<file path="config.mk">
export PLATFORM = sky130hd
export DESIGN_NAME = logic_axi4_stream_demux_packet
export DESIGN_NICKNAME = d
export VERILOG_FILES = /design/src/rtl/logic_axi4_stream_demux_packet_pkg.sv /design/src/rtl/logic_axi4_stream_demux_packet_slice.sv /design/src/rtl/logic_axi4_stream_demux_packet.sv
export SDC_FILE = /design/constraint.sdc
export NUM_CORES = 1
export LEC_CHECK = 0
export BUFFER_PORTS_ARGS = -buffer_cell sky130_fd_sc_hd__buf_4
export CAP_MARGIN = 20
export CORE_MARGIN = 2
export CORE_UTILIZATION = 47
export DETAILED_ROUTE_END_ITERATION = 10
export GPL_TIMING_DRIVEN = 0
export HOLD_SLACK_MARGIN = 0.05
export PLACE_DENSITY = 0.85
export SETUP_SLACK_MARGIN = 0.2
export SKIP_CTS_REPAIR_TIMING = 1
export SLEW_MARGIN = 20
export SYNTH_ARGS = -nofsm -noshare
export SYNTH_HDL_FRONTEND = slang
export SYNTH_SLANG_ARGS = --single-unit
</file>
<file path="constraint.sdc">
create_clock -name aclk -period 4.7 [get_ports aclk]
set_input_delay 0.235 -clock aclk [delete_from_list [all_inputs] [get_ports aclk]]
set_output_delay 0.235 -clock aclk [all_outputs]
set_load 0.02 [all_outputs]
</file>
<file path="src/rtl/logic_axi4_stream_demux_packet_pkg.sv">
// rtl/logic_axi4_stream_demux_packet_pkg.sv - shared types and default route map for the packet demux
package logic_axi4_stream_demux_packet_pkg;

    typedef enum logic [1:0] {
        ROUTE_TDEST = 2'd0,
        ROUTE_TUSER = 2'd1,
        ROUTE_TID   = 2'd2
    } route_mode_t;

    typedef enum logic [1:0] {
        IDLE    = 2'd0,
        FORWARD = 2'd1,
        DROP    = 2'd2
    } state_t;

    typedef enum logic {
        UNMAPPED_DROP    = 1'b0,
        UNMAPPED_EXTRACT = 1'b1
    } unmapped_t;

    // Route maps are carried as one flat vector; entry i occupies bits [i*width +: width].
    localparam int MAP_BITS_MAX = 1024;

    // Identity map: entry i matches field value i.
    function automatic logic [MAP_BITS_MAX-1:0] init_map(input int outputs, input int width);
        logic [MAP_BITS_MAX-1:0] m;
        m = '0;
        for (int i = 0; i < outputs; i++) begin
            for (int b = 0; b < width; b++) begin
                if (i * width + b < MAP_BITS_MAX) begin
                    m[i * width + b] = ((i >> b) & 1) == 1;
                end
            end
        end
        return m;
    endfunction

endpackage

</file>
<file path="src/rtl/logic_axi4_stream_demux_packet_slice.sv">
// rtl/logic_axi4_stream_demux_packet_slice.sv - one-stage output register slice
module logic_axi4_stream_demux_packet_slice #(
    parameter int WIDTH = 8
) (
    input  logic             clk,
    input  logic             rst,
    input  logic             load,
    input  logic [WIDTH-1:0] payload,
    output logic             tvalid,
    input  logic             tready,
    output logic [WIDTH-1:0] held
);

    // Valid flag: a load always wins, otherwise a completed handshake empties the stage.
    always_ff @(posedge clk) begin
        if (rst) begin
            tvalid <= 1'b0;
        end else if (load) begin
            tvalid <= 1'b1;
        end else if (tready) begin
            tvalid <= 1'b0;
        end
    end

    // Payload register needs no reset; it is only observed while tvalid is high.
    always_ff @(posedge clk) begin
        if (load) begin
            held <= payload;
        end
    end

endmodule

</file>
<file path="src/rtl/logic_axi4_stream_demux_packet.sv">
// rtl/logic_axi4_stream_demux_packet.sv - packet-aware stream demux with route lock, drop policy and counters
module logic_axi4_stream_demux_packet
    import logic_axi4_stream_demux_packet_pkg::*;
#(
    parameter int OUTPUTS       = 4,
    parameter int TDATA_BYTES   = 4,
    parameter int TDEST_WIDTH   = 1,
    parameter int TUSER_WIDTH   = 1,
    parameter int TID_WIDTH     = 1,
    parameter int ROUTE_MODE    = 0,
    parameter int MAP_WIDTH     = (ROUTE_MODE == 2) ? TID_WIDTH :
                                  (ROUTE_MODE == 1) ? TUSER_WIDTH : TDEST_WIDTH,
    parameter logic [MAP_BITS_MAX-1:0] MAP = init_map(OUTPUTS, MAP_WIDTH),
    parameter int UNMAPPED      = 0,
    parameter int COUNTER_WIDTH = 16,
    localparam int TXN          = OUTPUTS + UNMAPPED
) (
    input  logic                             aclk,
    input  logic                             areset,
    input  logic                             rx_tvalid,
    output logic                             rx_tready,
    input  logic                             rx_tlast,
    input  logic [TDATA_BYTES*8-1:0]         rx_tdata,
    input  logic [TDATA_BYTES-1:0]           rx_tstrb,
    input  logic [TDATA_BYTES-1:0]           rx_tkeep,
    input  logic [TDEST_WIDTH-1:0]           rx_tdest,
    input  logic [TUSER_WIDTH-1:0]           rx_tuser,
    input  logic [TID_WIDTH-1:0]             rx_tid,
    output logic [TXN-1:0]                   tx_tvalid,
    input  logic [TXN-1:0]                   tx_tready,
    output logic [TXN-1:0]                   tx_tlast,
    output logic [TXN*TDATA_BYTES*8-1:0]     tx_tdata,
    output logic [TXN*TDATA_BYTES-1:0]       tx_tstrb,
    output logic [TXN*TDATA_BYTES-1:0]       tx_tkeep,
    output logic [TXN*TDEST_WIDTH-1:0]       tx_tdest,
    output logic [TXN*TUSER_WIDTH-1:0]       tx_tuser,
    output logic [TXN*TID_WIDTH-1:0]         tx_tid,
    output logic [COUNTER_WIDTH-1:0]         dropped_packets,
    output logic [COUNTER_WIDTH-1:0]         routed_packets
);

    localparam int SEL_W = (TXN > 1) ? $clog2(TXN) : 1;
    localparam int DW    = TDATA_BYTES * 8;
    localparam int PW    = 1 + DW + 2 * TDATA_BYTES + TDEST_WIDTH + TUSER_WIDTH + TID_WIDTH;

    logic [MAP_WIDTH-1:0] field;
    logic                 hit;
    logic                 route_drop;
    logic [SEL_W-1:0]     sel;
    logic [TXN-1:0]       slot_free;
    logic [TXN-1:0]       load;
    logic [PW-1:0]        rx_bits;
    logic                 cnt_drop;
    logic                 cnt_route;

    state_t           state, state_nxt;
    logic [SEL_W-1:0] lock, lock_nxt;

    assign field = (ROUTE_MODE == int'(ROUTE_TID))   ? MAP_WIDTH'(rx_tid)   :
                   (ROUTE_MODE == int'(ROUTE_TUSER)) ? MAP_WIDTH'(rx_tuser) :
                                                       MAP_WIDTH'(rx_tdest);

    assign slot_free = ~tx_tvalid | tx_tready;
    assign rx_bits   = {rx_tlast, rx_tdata, rx_tstrb, rx_tkeep, rx_tdest, rx_tuser, rx_tid};

    // Route lookup: scanning downward so the lowest matching entry is the last one written.
    always_comb begin
        hit = 1'b0;
        sel = '0;
        for (int i = OUTPUTS - 1; i >= 0; i--) begin
            if (MAP[i * MAP_WIDTH +: MAP_WIDTH] == field) begin
                hit = 1'b1;
                sel = SEL_W'(i);
            end
        end
        if (!hit && UNMAPPED == int'(UNMAPPED_EXTRACT)) begin
            sel = SEL_W'(OUTPUTS);
        end
        route_drop = !hit && (UNMAPPED == int'(UNMAPPED_DROP));
    end

    // Packet FSM: decides rx_tready, which slice loads, and which counter steps.
    always_comb begin
        state_nxt = state;
        lock_nxt  = lock;
        rx_tready = 1'b0;
        load      = '0;
        cnt_drop  = 1'b0;
        cnt_route = 1'b0;
        if (!areset) begin
            case (state)
                IDLE: begin
                    if (route_drop) begin
                        rx_tready = 1'b1;
                        if (rx_tvalid) begin
                            if (rx_tlast) begin
                                cnt_drop = 1'b1;
                            end else begin
                                state_nxt = DROP;
                            end
                        end
                    end else begin
                        rx_tready = slot_free[sel];
                        if (rx_tvalid && slot_free[sel]) begin
                            load[sel] = 1'b1;
                            if (rx_tlast) begin
                                cnt_route = 1'b1;
                            end else begin
                                state_nxt = FORWARD;
                                lock_nxt  = sel;
                            end
                        end
                    end
                end
                FORWARD: begin
                    rx_tready = slot_free[lock];
                    if (rx_tvalid && slot_free[lock]) begin
                        load[lock] = 1'b1;
                        if (rx_tlast) begin
                            cnt_route = 1'b1;
                            state_nxt = IDLE;
                        end
                    end
                end
                DROP: begin
                    rx_tready = 1'b1;
                    if (rx_tvalid && rx_tlast) begin
                        cnt_drop  = 1'b1;
                        state_nxt = IDLE;
                    end
                end
                default: begin
                    state_nxt = IDLE;
                end
            endcase
        end
    end

    // State and locked route register.
    always_ff @(posedge aclk) begin
        if (areset) begin
            state <= IDLE;
            lock  <= '0;
        end else begin
            state <= state_nxt;
            lock  <= lock_nxt;
        end
    end

    // Saturating status counters; each can step at most once per cycle.
    always_ff @(posedge aclk) begin
        if (areset) begin
            dropped_packets <= '0;
            routed_packets  <= '0;
        end else begin
            if (cnt_drop && (dropped_packets != {COUNTER_WIDTH{1'b1}})) begin
                dropped_packets <= dropped_packets + 1'b1;
            end
            if (cnt_route && (routed_packets != {COUNTER_WIDTH{1'b1}})) begin
                routed_packets <= routed_packets + 1'b1;
            end
        end
    end

    for (genvar g = 0; g < TXN; g++) begin : g_slice
        logic [PW-1:0] held;

        logic_axi4_stream_demux_packet_slice #(
            .WIDTH (PW)
        ) u_slice (
            .clk     (aclk),
            .rst     (areset),
            .load    (load[g]),
            .payload (rx_bits),
            .tvalid  (tx_tvalid[g]),
            .tready  (tx_tready[g]),
            .held    (held)
        );

        assign {tx_tlast[g],
                tx_tdata[g*DW +: DW],
                tx_tstrb[g*TDATA_BYTES +: TDATA_BYTES],
                tx_tkeep[g*TDATA_BYTES +: TDATA_BYTES],
                tx_tdest[g*TDEST_WIDTH +: TDEST_WIDTH],
                tx_tuser[g*TUSER_WIDTH +: TUSER_WIDTH],
                tx_tid[g*TID_WIDTH +: TID_WIDTH]} = held;
    end

endmodule

</file>
==> metrics <==
Final TNS setup=0 ns; most frequent standard cell in the layout excluding fill and tap cells=buf_4; type of the setup path with the least slack=flop to output port; Total Power=1.966 mW; commonest register cell after synthesis=edfxtp_1; period utilisation layout=between 40% and 50%; highest-count cells in the layout ignoring fill and taps=263 x buf_4, 106 x conb_1, 88 x edfxtp_1; drt drc=0; Hold Path Cell Cnt=1; slew at the pin closest to its max-slew limit=about 0.63 ns; setup slack after placement=between 2 and 3 ns; footprint of the multi-input gates=around 1100 µm²; synthesis-to-finish area growth=50.61%; worst IR drop on VDD=around 0.00017 V; setup repair after global routing missed its margin=no; Placed Instances=a little over 700; cells along the critical path=mux2i_2 > mux2_4 > nor2b_1 > buf_4; post-detailed-route count of antenna-violating nets=0; worst setup skew after layout=between 0.01 and 0.015 ns; CP Max Fanout=7; ratio of total power to cell area=~290 nW/µm²; die span in y=102.1 µm; count of nets after finishing=just under 700; Total Routed Length=about 11000 µm; number of global-route vias before repair=just under 3000; Async S/R FF share, synth=0%; Core Rows=35; global route overflow=0; number of design-rule violations left by the first detailed-router iteration=92; DIE AREA=~10000 µm²; ant diodes=0; number of register bits inferred by synthesis=108; io pins=roughly 260; leakage power summed over all cells=between 3 and 4 nW; Final Hold Slack=0.08267 ns; cell with the biggest individual delay on the critical path=mux2_4; count of synthesis-stage warnings from yosys=0; DP Area=6300 µm²; DR vias/cell=4.287; Max-Cap Viols=0; Final Max Slew Viols=0; crit path buf inv count=1; clock tree from TritonCTS=yes; number of enable-type register cells in the synthesized netlist=88; area of the mapped netlist=4524 µm²; post-detailed-placement half-perimeter wirelength=about 8000 µm; H-Tree Depth=3; first-pass iteration count of the detailed router=4; proportion of netlist area held by the largest area contributor=58.41%; Levels on crit path=4; Max transition margin=approximately three fifths; number of buffers added by the clock tree synthesis step=9; area inside the core boundary=9284 µm²; worst stage delay on the critical path=between 0.3 and 0.4 ns; CP required=4.47 ns; arrival time at the worst endpoint=between 1.5 and 2 ns; effective utilization at floorplan=48.73%; Distinct cells, synth=42; ranking of synthesized cells by area=edfxtp_1 58%, buf_4 18%, dfxtp_1 8.8%, a21oi_1 1.0%, and3_1 0.97%; Hold Fails Final Rpt=0; number of antenna violations at the first check in global routing=0; fillers=between 500 and 600; crit end category=output port; proportion of synthesized chip area in sequential cells=between 60 and 70%; Longest Clk Path Bufs=2; gate count after technology mapping=320; leading area contributor after synthesis=edfxtp_1; global placement routability congestion=0.8104; worst hold path class=input port to flop; number of port buffers=about 160; number of clock sinks seen by CTS=~110; final number of setup-violating endpoints=0; first-pass GRT wire length=~14000 µm; DIE WIDTH=between 100 and 150 µm; top achievable clock speed=490.0 MHz; aggregate global-route resource usage=between 15 and 20%; Final Non-Filler Cells=760; via total after detailed routing=~3300; kind of cell adding the most delay to the critical path=multiplexers; proportion of layout cells with a drive suffix above 1=45.64%; Worst Setup Start Kind=flop; clock root buffer master=clkbuf_8; post-route cell area=6814 µm²; final worst path period need=a little over 2 ns; post-route worst setup slack=about 2.7 ns; cells on worst reg2reg path=3; syn_area_per_cell=around 14 µm²; CTS clk-pin slew, worst paths=0.10 ns; clock insertion delay at the later pin of the skew report=~0.35 ns; share of the core filled with cells=between 70% and 80%; run status=finished clean; footprint of the flip-flops and latches=3043 µm²; final routed wire length divided by cell count=around 15 µm; pin count of the biggest net entering global routing=28
[synthesized netlist by cell type, drive strengths merged (3+ instances only)]
| library cell | n |
|---|---|
| buf | 110 |
| edfxtp | 88 |
| dfxtp | 20 |
| a21oi | 9 |
| nand2 | 9 |
| nor2 | 9 |
| and3 | 7 |
| nand3 | 7 |
| nand2b | 6 |
| mux2i | 5 |
| nand4 | 5 |
| and4 | 4 |
| o21ai | 4 |
| o31ai | 4 |
| nor2b | 3 |
| or3 | 3 |
| or4 | 3 |
[worst reg2reg max path: cells and delay by family (launching register included)]
| kind | cells | cell delay, ns |
|---|---|---|
| multiplexers | 1 | 0.38 |
| buffers and inverters | 1 | 0.25 |
| AND/OR/NAND/NOR | 1 | 0.68 |
| flip-flops | 1 | 0.37 |
[report_power, final]
part           total, mW  switching, mW  internal [mW]
Combinational      0.358          0.199          0.160
Clock              0.517          0.313          0.205
Sequential          1.09         0.0140           1.08
Total               1.97          0.526           1.44
[layer usage]
layer / up-vias / wire [µm] / GRT usage [%]
li1: 1545 / - / -
met1: 1510 / 3995 / 19.86
met2: 187 / 5859 / 32.54
met3: 16 / 996 / 5.609
met4: 0 / 219 / 5.128
met5: - / 0 / 0
[worst paths after layout]
check	from	to	slack (ns)
worst min-delay path	rx_tdata[10]	g_slice[0].u_slice.held[21]$_DFFE_PP_	0.08
worst min register to register	lock[0]$_SDFFE_PP0P_	lock[0]$_SDFFE_PP0P_	0.50
worst max-delay path	state[0]$_SDFFE_PP0P_	rx_tready	2.66
worst max register to register	state[0]$_SDFFE_PP0P_	g_slice[0].u_slice.held[37]$_DFFE_PP_	2.72
[kinds of logic after synthesis]
| group | count (synthesis) | share of synthesized area (%) |
|---|---|---|
| AND/OR/NAND/NOR | 64 | 8.546 |
| other | 1 | 0.08289 |
| XOR/XNOR | 2 | 0.3872 |
| buffers and inverters | 113 | 18.36 |
| AO/OA/AOI/OAI | 23 | 3.042 |
| flip-flops | 108 | 67.26 |
| adder cells (fa/ha/maj) | 2 | 0.5530 |
| multiplexers | 7 | 1.770 |
[state kept, by name, indices dropped and copies added, names as in the netlist]
register,cells
g_slice.u_slice.held,88
routed_packets,16
lock,1
state,1
g_slice.u_slice.tvalid,2
[area by class of cell]
type | count | share of cell area, %
clock inverter | 6 | 0.8263
inverter | 2 | 0.1102
clock buffer | 10 | 1.873
timing repair buffer | 190 | 22.62
sequential | 108 | 44.66
multi-input combinational | 204 | 15.46
tap | 129 | 2.369
buffer | 111 | 12.08
No activity file was read; power rests on OpenSTA's default activity.
